### config.mk
export PLATFORM = sky130hd
export DESIGN_NAME = adder_pipelined
export DESIGN_NICKNAME = d
export VERILOG_FILES = /design/src/rtl/adder_pipelined.sv
export SDC_FILE = /design/constraint.sdc
export NUM_CORES = 1
export LEC_CHECK = 0
export CAP_MARGIN = 20
export CORE_MARGIN = 4
export CORE_UTILIZATION = 45
export CTS_CLUSTER_DIAMETER = 100
export DETAILED_ROUTE_END_ITERATION = 12
export GPL_ROUTABILITY_DRIVEN = 0
export PLACE_DENSITY = 0.74
export SLEW_MARGIN = 20
export SYNTH_ARGS = -nofsm -noshare
export SYNTH_HDL_FRONTEND = slang
export SYNTH_SLANG_ARGS = --single-unit
### constraint.sdc
create_clock -name clk -period 3.87 [get_ports clk]
set_clock_uncertainty 0.15 [all_clocks]
set_input_delay 0.9675 -clock clk [delete_from_list [all_inputs] [get_ports clk]]
set_output_delay 0.9675 -clock clk [all_outputs]
set_load 0.02 [all_outputs]
### src/rtl/adder_pipelined.sv
// Pipelined WIDTH-bit adder/subtractor. The carry chain is cut into STAGES slices of
// CHUNK bits; each stage adds its slice and forwards the rest of the beat downstream.
// Flow control is a per-stage valid bit with a combinational ready chain.
module adder_pipelined #(
  parameter int unsigned WIDTH  = 8,
  parameter int unsigned STAGES = 2
) (
  input  logic             clk,
  input  logic             rst_n,
  input  logic             in_valid,
  output logic             in_ready,
  input  logic [WIDTH-1:0] a,
  input  logic [WIDTH-1:0] b,
  input  logic             cin,
  input  logic             sub,
  output logic             out_valid,
  input  logic             out_ready,
  output logic [WIDTH-1:0] sum,
  output logic             cout,
  output logic             ovf
);

  localparam int CHUNK = int'((WIDTH + STAGES - 1) / STAGES);
  localparam int LAST  = int'(STAGES) - 1;

  // Per-stage beat state: raw operands, partially completed sum, slice carry, op select
  logic [STAGES-1:0] valid_q;
  logic [WIDTH-1:0]  a_q   [STAGES];
  logic [WIDTH-1:0]  b_q   [STAGES];
  logic [WIDTH-1:0]  sum_q [STAGES];
  logic [STAGES-1:0] carry_q;
  logic [STAGES-1:0] sub_q;

  logic [STAGES-1:0] ready;
  logic [STAGES-1:0] valid_in;
  logic [STAGES-1:0] sub_in;
  logic [STAGES-1:0] carry_d;
  logic [WIDTH-1:0]  a_in  [STAGES];
  logic [WIDTH-1:0]  b_in  [STAGES];
  logic [WIDTH-1:0]  sum_d [STAGES];

  // Ready chain: a stage can take a beat if it is empty or the stage after it moves
  always_comb begin
    logic r;
    ready = '0;
    r     = out_ready;
    for (int k = LAST; k >= 0; k--) begin
      r        = ~valid_q[k] | r;
      ready[k] = r;
    end
  end

  assign in_ready = ready[0];

  // Stage inputs and slice arithmetic; bits outside a stage's slice pass through
  always_comb begin
    logic             c;
    logic [WIDTH-1:0] bx;
    int               p;
    valid_in = '0;
    sub_in   = '0;
    carry_d  = '0;
    for (int k = 0; k < int'(STAGES); k++) begin
      p = (k == 0) ? 0 : k - 1;
      if (k == 0) begin
        valid_in[k] = in_valid;
        a_in[k]     = a;
        b_in[k]     = b;
        sub_in[k]   = sub;
        sum_d[k]    = '0;
        c           = sub | cin;
      end else begin
        valid_in[k] = valid_q[p];
        a_in[k]     = a_q[p];
        b_in[k]     = b_q[p];
        sub_in[k]   = sub_q[p];
        sum_d[k]    = sum_q[p];
        c           = carry_q[p];
      end
      bx = b_in[k] ^ {WIDTH{sub_in[k]}};
      for (int i = 0; i < int'(WIDTH); i++) begin
        if (i >= k * CHUNK && i < (k + 1) * CHUNK) begin
          sum_d[k][i] = a_in[k][i] ^ bx[i] ^ c;
          c           = (a_in[k][i] & bx[i]) | (c & (a_in[k][i] ^ bx[i]));
        end
      end
      carry_d[k] = c;
    end
  end

  // Stage registers: a stage holds while its downstream neighbour is stalled
  always_ff @(posedge clk) begin
    if (!rst_n) begin
      valid_q <= '0;
      carry_q <= '0;
      sub_q   <= '0;
      for (int k = 0; k < int'(STAGES); k++) begin
        a_q[k]   <= '0;
        b_q[k]   <= '0;
        sum_q[k] <= '0;
      end
    end else begin
      for (int k = 0; k < int'(STAGES); k++) begin
        if (ready[k]) begin
          valid_q[k] <= valid_in[k];
          a_q[k]     <= a_in[k];
          b_q[k]     <= b_in[k];
          sum_q[k]   <= sum_d[k];
          carry_q[k] <= carry_d[k];
          sub_q[k]   <= sub_in[k];
        end
      end
    end
  end

  // Outputs from the final stage; overflow uses the effective (possibly inverted) B sign
  always_comb begin
    logic b_msb;
    b_msb     = b_q[LAST][WIDTH-1] ^ sub_q[LAST];
    out_valid = valid_q[LAST];
    sum       = sum_q[LAST];
    cout      = carry_q[LAST];
    ovf       = (a_q[LAST][WIDTH-1] == b_msb) & (sum_q[LAST][WIDTH-1] != a_q[LAST][WIDTH-1]);
  end

endmodule

* After elaboration in Yosys (flattened, before gate mapping) *
Memories as Yosys holds them, arrays and structs flattened.
Cells that the tools add are included.

storage, ports and cells
  bits in registers = 6
  bits in latches = 0
  memory bits (writable) = 48
  memory bits (read-only) = 0
  bits of input ports = 22
  word-level logic and storage cells = 79
  memories = 3

operators by class
  add/sub/neg operators = 0
  multipliers = 0
  div/mod/pow operators = 0
  order comparisons = 0
  eq/ne operators = 2
  shifts and indexed selects = 0
  multiplexer cells = 13
  bitwise operators = 55
  reductions and logical operators = 0

memory list
  name   depth  width  read ports  clocked after memory_dff  write ports  line  text
  a_q    2      8      2           0                         2            28    logic [WIDTH-1:0] a_q [STAGES];
  b_q    2      8      2           0                         2            29    logic [WIDTH-1:0] b_q [STAGES];
  sum_q  2      8      2           0                         2            30    logic [WIDTH-1:0] sum_q [STAGES];

operator list
  kind                   number
  two-way mux 8 bit      6
  bitwise AND 1 bit      17
  bitwise OR 1 bit       17
  bitwise XOR 1 bit      17
  bitwise XOR 8 bit      1
  two-way mux 1 bit      7
  bitwise XOR 4 bit      1
  NOT 1 bit              2
  == test 1 bit          1
  inequality test 1 bit  1

* Logic depth before layout (Yosys ltp) *
An unclocked memory read counts as a cell.

  depth after elaboration = 11
  gate-level depth with buffers = 10

* Least setup slack after synthesis *
Ideal clock, no wire load.

  path type = input to register
  start = in sub
  end = mem sum_q[0][3] (data pin)
  setup time = 0.255 ns
  arrival = 3.006 ns
  required time = 3.465 ns
  slack = 0.459 ns
  cell stages on the path = 8
  path buffers = 1
  cell sequence = buf_2 -> xnor2_1 -> fa_1 -> fa_1 -> fa_1 -> inv_1 -> fa_1 -> and3_1

RTL lines
  what             line  text
  start, declared  15    input logic sub,
  end, declared    30

==> results.py <==
metrics = {
    "setup_path": {
        "cp-startpoint": "sub",
        "cp-start-kind": "input port",
        "crit_arrival_ns": 3.48,
        "r2r_cells": 8,
        "cp_data_required_time_ns": 3.83,
        "path_class": "in -> reg",
        "crit_fanout": 4,
        "cp-end-kind": "flop",
        "reg2reg_from": "sub_q[0]$_SDFFE_PN0N_",
    },
    "logic_synthesis": {
        "syn-num-nets": 135,
        "synth-seq-cells": 28,
        "seq_area_frac_synth_pct": 56.8,
        "synth_cell_types": 25,
        "avgSynthCellArea_um2": 13.1,
        "netlist_area_um2": 1380,
        "synthTopCellsByArea": "edfxtp_1, fa_1, dfxtp_1",
        "synth_top_area_cell": "edfxtp_1",
        "synth_warnings": 0,
        "synth_top_area_share_pct": 48.0,
        "synth_cells": 105,
    },
    "sta": {
        "relSlewSlack_pct": 62.0,
        "hold_viol": 0,
        "fmax_mhz": 284,
        "rsz0062_at_grt": "false",
        "fin_crit_ns": 3.52,
        "worst_slack_ns": 0.348,
        "post-route-period-util_pct": 91.0,
        "finalSetupViolations": 0,
        "drv_slew": 0,
        "worst_pin_slew_ns": 0.568,
    },
    "detailed_routing": {
        "wire_per_inst_um": 12.1,
        "first_pass_iters": 4,
        "dr_total_vias": 832,
        "drtIter0Drc": 24,
        "drc_errors": 0,
        "vias_per_cell": 4.95,
        "wl_um": 2040,
        "drtAntennaViolNets": 0,
    },
    "grt": {
        "grt_max_degree": 24,
        "grt_pass1_vias": 829,
        "antenna_found_initial": 0,
        "track_usage_pct": 11.0,
        "grt_pass1_wl_um": 3460,
        "grt_overflow": 0,
    },
    "die": {
        "io_pins": 34,
        "rows": 19,
        "initial_core_util_pct": 48.6,
        "core_um2": 2830,
        "die_h_um": 63.3,
        "fp.dieW_um": 63.3,
        "dieArea_um2": 4000,
    },
    "clock_network": {
        "clock_path_buffers": 2,
        "cts_tree": "built",
        "cts_buffers": 3,
        "path_clk_slew_ns": 0.14,
        "clk_latency_ns": 0.33,
        "ctsResizeCount": 0,
        "cts_max_level": 1,
        "cts_root_buffer": "clkbuf_4",
        "postCtsHoldBufs": 0,
        "cts.sinks": 28,
        "postCtsSetupBuffers": 0,
    },
    "layout": {
        "nFillCells": 226,
        "stdcell_area_um2": 1740,
        "nets": 168,
        "antennaDiodeCount": 0,
        "mostFrequentLayoutCells": "clkdlybuf4s50_1, edfxtp_1, and3_1",
        "mostFrequentLayoutCell": "clkdlybuf4s50_1",
        "drive_gt1_share_pct": 5.84,
        "synthToLayoutAreaGrowth_pct": 26.3,
    },
    "min_path": {
        "hold_depth": 2,
        "min_from": "carry_q[0]$_SDFFE_PN0N_",
        "worstHoldPathType": "reg -> reg",
    },
    "run_status": {
        "status": "completed",
    },
    "power_and_ir_drop": {
        "p_per_area_nw_per_um2": 360,
        "power_w": 0.000626,
        "switching_share_pct": 24.5,
        "leakagePower_nw": 0.759,
        "clockPowerShare_pct": 19.5,
        "comb_power_share_pct": 21.7,
        "vdd_drop_max_mv": 0.181,
        "internal_power_w": 0.000472,
        "seqPwrFrac_pct": 58.8,
        "p_sw_w": 0.000153,
    },
    "placed_design": {
        "dp_hpwl_um": 1590,
        "place_area_um2": 1710,
        "portBuffers": 33,
        "pre_cts_slack_ns": -0.0262,
    },
    "flow_run": {
        "drv_cap": 0,
    },
}
-- stage by stage --
stage | std cells | utilization, % | hold WS (ns) | setup TNS [ns]
3_5_place_dp | 164 | 60.5 | 0.320 | -0.0262
4_1_cts | 168 | 61.4 | 0.339 | 0
2_1_floorplan | 105 | - | 0.304 | 0
6_report | 168 | 61.4 | 0.337 | 0
3_3_place_gp | 164 | 60.5 | 0.317 | 0
5_1_grt | 168 | 61.4 | 0.374 | 0
-- critical path, cell delays in order --
cell             delay, ns
clkdlybuf4s50_1       0.56
xnor2_1               0.12
fa_1                  0.42
fa_1                  0.39
fa_1                  0.38
inv_1                 0.08
fa_1                  0.39
and3_1                0.17
-- state kept, by name, summed over array words and instances (netlist names) --
signal	flops
sub_q	2
a_q	5
valid_q	2
sum_q	12
carry_q	2
b_q	5
-- cells by family after synthesis --
logic type	share of synthesized area, %
fa+ha+maj	11.6
buf+inv	6.55
xor+xnor	5.73
compound gates	2.18
simple gates	15.7
mux	1.46
flops	56.8
-- power by group through the flow --
stage | sequential, W | combinational (W) | clock, W
CTS | 0.000369 | 0.000138 | 0.000126
floorplan | 0.000391 | 0.0000609 | 0
detailed placement | 0.000375 | 0.000138 | 0
finish | 0.000368 | 0.000136 | 0.000122
global route | 0.000371 | 0.000151 | 0.000138
global placement | 0.000375 | 0.000134 | 0
-- final timing paths --
| check | slack [ns] | to |
|---|---|---|
| min reg2reg | 0.34 | carry_q[0]$_SDFFE_PN0N_ |
| min | 0.34 | carry_q[0]$_SDFFE_PN0N_ |
| max | 0.35 | sum_q[0][3]$_SDFFCE_PN0P_ |
| max reg2reg | 1.13 | sum_q[0][15]$_SDFFCE_PN0P_ |
-- per-layer routing --
metal	global-route usage (%)	vias up	wire length (µm)
li1	-	413	-
met5	0	-	0
met4	5.66	0	44
met2	18.8	33	977
met1	12.8	381	900
met3	2.31	5	113
-- layout make-up --
cell class	count	area, µm²	area share (%)
sequential	28	781	45.0
multi-input combinational	60	504	29.0
timing repair buffer	36	353	20.3
tap	31	38.8	2.23
inverter	9	33.8	1.95
clock buffer	4	26.3	1.51
-- cell usage after synthesis --
library cell,number
fa_1,8
a21boi_1,1
mux2i_1,2
nand3b_1,1
nand3_1,3
o21a_1,1
edfxtp_1,22
xnor2_1,5
o21ai_1,2
nand2_2,1
inv_1,9
nand2_1,3
buf_4,2
nand2b_1,1
clkbuf_1,1
dfxtp_1,6
buf_6,2
o21ai_0,1
nor2b_1,2
and3_1,17
xor2_1,4
nor2_1,6
and2b_1,1
nand3b_4,1
buf_2,3
Power figures use the tool's default switching activity.
